File: src/rtl/ai_pkg.sv
// ============================================================================
// Module : ai_pkg
// Brief  : Shared constants, register map and enums for the ai_core engine.
// Rev    : 1.0  initial release
// ============================================================================
`default_nettype none

package ai_pkg;

  localparam int BOARD_DIM  = 10;
  localparam int NUM_CELLS  = BOARD_DIM * BOARD_DIM;
  localparam int SCAN_LIMIT = 2 * NUM_CELLS;

  localparam logic [3:0] ADDR_CTRL   = 4'd0;
  localparam logic [3:0] ADDR_RESULT = 4'd1;
  localparam logic [3:0] ADDR_SHOT   = 4'd2;
  localparam logic [3:0] ADDR_STATUS = 4'd3;
  localparam logic [3:0] ADDR_SEED   = 4'd4;

  localparam logic [1:0] RES_MISS   = 2'd0;
  localparam logic [1:0] RES_HIT    = 2'd1;
  localparam logic [1:0] RES_SUNK   = 2'd2;
  localparam logic [1:0] RES_IGNORE = 2'd3;

  typedef enum logic [1:0] {ST_INIT, ST_IDLE, ST_SEARCH} state_e;
  typedef enum logic [1:0] {DIR_N, DIR_E, DIR_S, DIR_W} dir_e;

  function automatic logic [6:0] cell_index(input logic [3:0] x, input logic [3:0] y);
    return 7'(y) * 7'(BOARD_DIM) + 7'(x);
  endfunction

  function automatic logic [3:0] cell_x(input logic [6:0] idx);
    return 4'(idx % 7'(BOARD_DIM));
  endfunction

  function automatic logic [3:0] cell_y(input logic [6:0] idx);
    return 4'(idx / 7'(BOARD_DIM));
  endfunction

endpackage

`default_nettype wire

File: src/rtl/ai_lfsr.sv
// ============================================================================
// Module : ai_lfsr
// Brief  : 7-bit Fibonacci LFSR (x^7 + x^6 + 1) with seed load and step.
// Rev    : 1.0  initial release
// ============================================================================
`default_nettype none

module ai_lfsr (
  input  logic       clock,
  input  logic       reset_n,
  input  logic       load_i,
  input  logic [6:0] seed_i,
  input  logic       step_i,
  output logic [6:0] value_o
);

  logic [6:0] lfsr_q, lfsr_d;

  // An all-zero state would lock up, so a zero seed becomes 1.
  always_comb begin
    lfsr_d = lfsr_q;
    if (load_i) begin
      lfsr_d = (seed_i == 7'd0) ? 7'd1 : seed_i;
    end else if (step_i) begin
      lfsr_d = {lfsr_q[5:0], lfsr_q[6] ^ lfsr_q[5]};
    end
  end

  always_ff @(posedge clock or negedge reset_n) begin
    if (!reset_n) begin
      lfsr_q <= 7'd1;
    end else begin
      lfsr_q <= lfsr_d;
    end
  end

  assign value_o = lfsr_q;

endmodule

`default_nettype wire

File: src/rtl/ai_core.sv
// ============================================================================
// Module : ai_core
// Brief  : Memory-mapped battleship shot selector (10x10), parity hunt plus
//          neighbour targeting. Target mode is built only with AI_TARGET_EN.
// Rev    : 1.0  initial release
// ============================================================================
`default_nettype none

module ai_core
  import ai_pkg::*;
(
  input  logic        clock,
  input  logic        reset_n,
  input  logic [3:0]  addr,
  input  logic        write_en,
  input  logic        read_en,
  input  logic [31:0] data_in,
  output logic        wait_request,
  output logic [31:0] data_out
);

  state_e      state_q, state_d;
  logic [6:0]  init_idx_q, init_idx_d;
  logic [99:0] board_q, board_d;
  logic        shot_valid_q, shot_valid_d;
  logic [3:0]  shot_x_q, shot_x_d, shot_y_q, shot_y_d;
  logic        mode_q, mode_d;
  logic        full_q, full_d;
  logic [6:0]  count_q, count_d;
  logic [3:0]  anchor_x_q, anchor_x_d, anchor_y_q, anchor_y_d;
  dir_e        dir_q, dir_d;
  logic [3:0]  cur_x_q, cur_x_d, cur_y_q, cur_y_d;
  logic [7:0]  scan_q, scan_d;

  logic        access, wr, ctrl_new, ctrl_start, seed_wr;
  logic [6:0]  lfsr_val, cursor;
  logic        nb_ok, nb_free, hunt_ok;
  logic [3:0]  nb_x, nb_y;
  logic [6:0]  nb_idx, hunt_idx;
  logic [31:0] rdata;
  logic        unused_bits;

  // Bus accesses only ever complete while idle; all other states stall them.
  assign access     = (state_q == ST_IDLE);
  assign wr         = access & write_en;
  assign ctrl_new   = wr && (addr == ADDR_CTRL) && data_in[1];
  assign ctrl_start = wr && (addr == ADDR_CTRL) && data_in[0] && !data_in[1];
  assign seed_wr    = wr && (addr == ADDR_SEED);
  assign unused_bits = ^data_in[31:7];

  ai_lfsr u_lfsr (
    .clock   (clock),
    .reset_n (reset_n),
    .load_i  (seed_wr),
    .seed_i  (data_in[6:0]),
    .step_i  (ctrl_start),
    .value_o (lfsr_val)
  );

  assign cursor = (lfsr_val >= 7'(NUM_CELLS)) ? lfsr_val - 7'(NUM_CELLS) : lfsr_val;

  always_comb begin
    nb_ok = 1'b0;
    nb_x  = anchor_x_q;
    nb_y  = anchor_y_q;
    case (dir_q)
      DIR_N: begin nb_ok = (anchor_y_q != 4'd0);              nb_y = anchor_y_q - 4'd1; end
      DIR_E: begin nb_ok = (anchor_x_q != 4'(BOARD_DIM - 1)); nb_x = anchor_x_q + 4'd1; end
      DIR_S: begin nb_ok = (anchor_y_q != 4'(BOARD_DIM - 1)); nb_y = anchor_y_q + 4'd1; end
      default: begin nb_ok = (anchor_x_q != 4'd0);            nb_x = anchor_x_q - 4'd1; end
    endcase
  end

  assign nb_idx   = cell_index(nb_x, nb_y);
  assign nb_free  = nb_ok && !board_q[nb_idx];
  assign hunt_idx = cell_index(cur_x_q, cur_y_q);
  // First 100 scanned cells are the parity pass; the second lap takes anything.
  assign hunt_ok  = !board_q[hunt_idx] &&
                    ((scan_q >= 8'(NUM_CELLS)) || !(cur_x_q[0] ^ cur_y_q[0]));

  always_comb begin
    state_d      = state_q;
    init_idx_d   = init_idx_q;
    board_d      = board_q;
    shot_valid_d = shot_valid_q;
    shot_x_d     = shot_x_q;
    shot_y_d     = shot_y_q;
    mode_d       = mode_q;
    full_d       = full_q;
    count_d      = count_q;
    anchor_x_d   = anchor_x_q;
    anchor_y_d   = anchor_y_q;
    dir_d        = dir_q;
    cur_x_d      = cur_x_q;
    cur_y_d      = cur_y_q;
    scan_d       = scan_q;
    case (state_q)
      ST_INIT: begin
        board_d[init_idx_q] = 1'b0;
        if (init_idx_q == 7'(NUM_CELLS - 1)) begin
          state_d = ST_IDLE;
        end else begin
          init_idx_d = init_idx_q + 7'd1;
        end
      end
      ST_IDLE: begin
        if (ctrl_new) begin
          state_d      = ST_INIT;
          init_idx_d   = 7'd0;
          shot_valid_d = 1'b0;
          shot_x_d     = 4'd0;
          shot_y_d     = 4'd0;
          mode_d       = 1'b0;
          count_d      = 7'd0;
          full_d       = 1'b0;
        end else if (ctrl_start) begin
          shot_valid_d = 1'b0;
          cur_x_d      = cell_x(cursor);
          cur_y_d      = cell_y(cursor);
          scan_d       = 8'd0;
          dir_d        = DIR_N;
          state_d      = ST_SEARCH;
`ifdef AI_TARGET_EN
        end else if (wr && (addr == ADDR_RESULT)) begin
          if (data_in[1:0] == RES_HIT) begin
            anchor_x_d = shot_x_q;
            anchor_y_d = shot_y_q;
            mode_d     = 1'b1;
          end else if (data_in[1:0] == RES_SUNK) begin
            mode_d = 1'b0;
          end
`endif
        end
      end
      ST_SEARCH: begin
        if (mode_q) begin
          if (nb_free) begin
            board_d[nb_idx] = 1'b1;
            shot_valid_d    = 1'b1;
            shot_x_d        = nb_x;
            shot_y_d        = nb_y;
            count_d         = count_q + 7'd1;
            state_d         = ST_IDLE;
          end else begin
            if (dir_q == DIR_W) mode_d = 1'b0;
            dir_d = dir_e'(dir_q + 2'd1);
          end
        end else if (hunt_ok) begin
          board_d[hunt_idx] = 1'b1;
          shot_valid_d      = 1'b1;
          shot_x_d          = cur_x_q;
          shot_y_d          = cur_y_q;
          count_d           = count_q + 7'd1;
          state_d           = ST_IDLE;
        end else if (scan_q == 8'(SCAN_LIMIT - 1)) begin
          full_d  = 1'b1;
          state_d = ST_IDLE;
        end else begin
          scan_d = scan_q + 8'd1;
          if (cur_x_q == 4'(BOARD_DIM - 1)) begin
            cur_x_d = 4'd0;
            cur_y_d = (cur_y_q == 4'(BOARD_DIM - 1)) ? 4'd0 : cur_y_q + 4'd1;
          end else begin
            cur_x_d = cur_x_q + 4'd1;
          end
        end
      end
      default: state_d = ST_INIT;
    endcase
  end

  always_ff @(posedge clock or negedge reset_n) begin
    if (!reset_n) begin
      state_q      <= ST_INIT;
      init_idx_q   <= 7'd0;
      board_q      <= '0;
      shot_valid_q <= 1'b0;
      shot_x_q     <= 4'd0;
      shot_y_q     <= 4'd0;
      mode_q       <= 1'b0;
      full_q       <= 1'b0;
      count_q      <= 7'd0;
      anchor_x_q   <= 4'd0;
      anchor_y_q   <= 4'd0;
      dir_q        <= DIR_N;
      cur_x_q      <= 4'd0;
      cur_y_q      <= 4'd0;
      scan_q       <= 8'd0;
    end else begin
      state_q      <= state_d;
      init_idx_q   <= init_idx_d;
      board_q      <= board_d;
      shot_valid_q <= shot_valid_d;
      shot_x_q     <= shot_x_d;
      shot_y_q     <= shot_y_d;
      mode_q       <= mode_d;
      full_q       <= full_d;
      count_q      <= count_d;
      anchor_x_q   <= anchor_x_d;
      anchor_y_q   <= anchor_y_d;
      dir_q        <= dir_d;
      cur_x_q      <= cur_x_d;
      cur_y_q      <= cur_y_d;
      scan_q       <= scan_d;
    end
  end

  always_comb begin
    rdata = 32'd0;
    case (addr)
      ADDR_SHOT:   rdata = {shot_valid_q, 19'd0, shot_y_q, 4'd0, shot_x_q};
      ADDR_STATUS: rdata = {17'd0, count_q, 5'd0, full_q, mode_q, (state_q != ST_IDLE)};
      default:     rdata = 32'd0;
    endcase
  end

  always_comb begin
    wait_request = 1'b0;
    case (state_q)
      ST_INIT:   wait_request = 1'b1;
      ST_SEARCH: wait_request = read_en | write_en;
      default:   wait_request = 1'b0;
    endcase
  end

  assign data_out = (read_en && !wait_request) ? rdata : 32'd0;

endmodule

`default_nettype wire

File: config.mk
export PLATFORM = sky130hd
export DESIGN_NAME = ai_core
export DESIGN_NICKNAME = d
export VERILOG_FILES = /design/src/rtl/ai_pkg.sv /design/src/rtl/ai_lfsr.sv /design/src/rtl/ai_core.sv
export SDC_FILE = /design/constraint.sdc
export NUM_CORES = 1
export LEC_CHECK = 0
export BUFFER_PORTS_ARGS = -buffer_cell sky130_fd_sc_hd__buf_2
export CORE_MARGIN = 2
export CORE_UTILIZATION = 46
export DETAILED_ROUTE_END_ITERATION = 10
export HOLD_SLACK_MARGIN = 0.02
export PLACE_DENSITY = 0.66
export RECOVER_POWER = 25
export SYNTH_ARGS = -nofsm -noshare
export SYNTH_HDL_FRONTEND = slang
export SYNTH_SLANG_ARGS = --single-unit
export TNS_END_PERCENT = 30
File: constraint.sdc
create_clock -name clock -period 3.39 [get_ports clock]
set_input_delay 0.5085 -clock clock [delete_from_list [all_inputs] [get_ports clock]]
set_output_delay 0.5085 -clock clock [all_outputs]
set_load 0.03 [all_outputs]
==> results.md <==
- Slowest cell on crit path: fa_2
- Clock transition at the registers of the reported paths: 0.07 ns
- Max incr delay on CP: 0.59 ns
- Ant. Diodes: 0
- Top-count cell post-synth: dfrtp_1
- Vias: 10210
- Leading area contributor after synthesis: dfrtp_1
- Yosys warns: 0
- Clock Path Buffers: 2
- Max cap viols: 1
- FMAX: 263.8 MHz
- Crit end category: flop
- Maximum vdd drop: 1.130 mV
- Final Util: 60.93%
- RSZ-0062 raised after global routing: yes
- Starting Density: 46.43%
- Outcome: finished, violations left
- Post-Synth Adder-Cell Area: 3.515%
- Endpoints failing setup: 135
- Root Buffer: clkbuf_16
- Crit path launch: cur_x_q[1]
- Setup Slack @ Placement: -0.3963 ns
- Clock sink count: 152
- Seq/Total Area, Yosys: 37.90%
- Post-synth top cells: 151 x dfrtp_1, 142 x o21ai_0, 97 x nand2_1
- DR WL/cell: 22.45 um
- Gate Count Post-Synth: 1124
- Hold path start: data_in[2]
- Die width: 151.7 um
- Antenna violations before repair: 0
- Setup_tns: -33.86 ns
- R2R Path Start: cur_x_q[1]
- Area share of xor/xnor cells in the synthesized design: 1.720%
- DR pass1 iterations: 6
- Antenna Violating Nets Remaining: 0
- Cts hold-fix bufs: 0
- Cell area after synthesis: 10040 um2
- Hold Slack: 0.3253 ns
- Vias in the first global route: 9962
- DPL Wire Length: 24200 um
- DRT iter0 DRCs: 1092
- Synth Area in Compound Gates: 27.20%
- Slew @ Worst Pin: 2.226 ns
- Die H: 151.7 um
- Endpoints failing hold: 0
- Hold WC Path Type: in2reg
- Syn Area/Cell: 8.931 um2
- Post-synth top flop: dfrtp_1
- Setup CP Type: reg2reg
- Total Routing Usage GR: 31.43%
- Netlist cell types: 91
- Clock latency on the worst-skew pair: 0.44 ns
- DRT Wirelength: 35510 um
- Worst setup SP type: flop
- Period utilization: 111.8%
- Final RePlAce weighted congestion: 0.9491
- Fraction of layout cells with a size suffix above 1: 32.57%
- Die area: 23020 um2
- Register bit total from synthesis: 152
- Syn-to-layout area delta: 31.22%
- Residual DRC: 0
- Fill cell count: 1795
- Synth Area in Simple Gates: 16.40%
- Violated checks: max-capacitance violations, max-slew violations, negative setup slack
- Largest family of logic cells by synthesized area: compound AO/OA/AOI/OAI gates
- CTS Buf Count: 17
- Largest net degree at the start of global routing: 84
- Fin nets: 1356
- Post-synth ARST share: 100.0%
- Total Power: 15700 uW
- Slew HR: -48.38%
- Cell Rows: 54
- H-tree Lvls: 4
- Top post-synthesis cells by area: dfrtp_1 38%, o21ai_0 7.1%, mux4_2 4.5%, a21oi_1 4.1%, nand2_1 3.6%
- Via density: 6.454
- Mux share of post-synthesis cell area: 7.441%
- CP max FO: 9
- EDFF count, synth: 0
- Yosys top cell area share: 37.64%
- CORE AREA: 21620 um2
- Power density over the cells: 1192 nW/um2
- Final worst setup slack: -0.4015 ns
- Fin crit period: 3.791 ns
- Pleak: 0.005626 uW
- Worst path required time: 3.75 ns
- CTS tree: built
- Ports: 73
- First-pass GRT wire length: 55200 um
- Port Buffers: 27
- Gr ovfl total: 0
- Final Max Slew Viols: 83
- Data arrival, critical path: 4.15 ns
- Clock skew after layout: 0.01133 ns
- CP cell instances: ha_4 -> fa_2 -> buf_12 -> mux2_2 -> o21ai_0 -> a21oi_1 -> a211o_1 -> a31oi_4 -> a31oi_4 -> a32oi_4 -> nand2b_4 -> buf_12 -> clkbuf_16 -> a41oi_2 -> a21oi_1
==> critical path: cells and delay by family, from the launching register on <==
kind / cells / cell delay, ns
muxes: 1 / 0.34
and+or+nand+nor: 1 / 0.23
AOI/OAI and AO/OA: 8 / 1.45
buffers and inverters: 3 / 0.48
DFF: 1 / 0.42
adders and majority gates: 2 / 0.77
==> routing by layer <==
metal	GRT usage (%)	routed length (um)
met1	40.66	13920
met2	50.65	16890
met3	6.377	3038
met4	14.72	1656
met5	0	0
==> power by group <==
part           leakage (uW)  switching (uW)  internal, uW  total (uW)
clock network      0.000277             898          1040        1940
logic               0.00328            5960          4950       10900
registers           0.00206             500          2340        2840
==> timing repair <==
| item | in CTS | in global routing |
|---|---|---|
| setup buffers | 18 | 11 |
| pin swaps | 60 | 39 |
| endpoints found under the setup margin | 135 | 135 |
| gates resized for setup | 111 | 76 |
| gates cloned | 5 | 3 |
==> layout make-up <==
type,instances,area (um2),share of cell area [%]
clock inverters,15,152.6,1.159
repair buffers,212,1883,14.30
multi-input cells,873,6427,48.79
clock buffers,17,425.4,3.229
well taps,280,350.3,2.660
flip-flops and latches,152,3807,28.90
inverters,33,126.4,0.9593
==> cell families after synthesis <==
group | Yosys count
AO/OA/AOI/OAI | 421
XOR/XNOR | 18
adder cells (fa/ha/maj) | 27
buffers and inverters | 118
flip-flops | 152
multiplexers | 47
other | 1
AND/OR/NAND/NOR | 340
==> through the flow <==
| stage | area, um2 | std cells |
|---|---|---|
| final | 13170 | 1582 |
| after global routing | 13170 | 1582 |
| after detailed placement | 11550 | 1517 |
| after floorplan | 10260 | 1143 |
| after CTS | 12690 | 1569 |
| after global placement | 11550 | 1517 |
==> worst paths after layout <==
path                                endpoint  slack, ns  cells after the start
hold / removal             u_lfsr.value_o[2]       0.33                      3
setup / recovery                 board_q[42]      -0.40                     15
max in group asynchronous        board_q[96]       1.36                      2
min in group asynchronous        board_q[32]       0.72                      1
hold reg to reg                  shot_x_q[3]       0.49                      2
setup reg to reg                 board_q[42]      -0.40                     15
==> cells in the final DEF, fill, tap and decap left out, types with 8 or more instances in the layout <==
cell,instances
a21oi_1,75
a22oi_1,25
a31oi_1,34
a32oi_1,16
a41oi_2,11
and2_1,12
and3_1,14
buf_12,13
buf_2,26
buf_4,149
buf_6,15
clkbuf_16,20
conb_1,20
dfrtp_1,149
ha_1,17
inv_1,30
mux2_2,9
mux2i_1,12
mux4_2,20
nand2_1,84
nand2_2,11
nand2b_1,19
nand3_1,20
nand4_1,10
nor2_1,91
nor2b_1,13
nor3_1,21
o21a_1,10
o21ai_0,79
o21ai_1,21
o21ai_2,41
o221ai_1,8
o22ai_1,10
xnor2_1,10
==> sequential cells by signal (all words and copies together), names as in the netlist <==
name / flops
scan_q: 8
init_idx_q: 7
cur_x_q: 4
u_lfsr.value_o: 7
cur_y_q: 4
mode_q: 1
state_q: 2
shot_y_q: 4
dir_q: 2
count_q: 7
full_q: 1
shot_x_q: 4
shot_valid_q: 1
board_q: 100
Power figures use the tool's default switching activity.
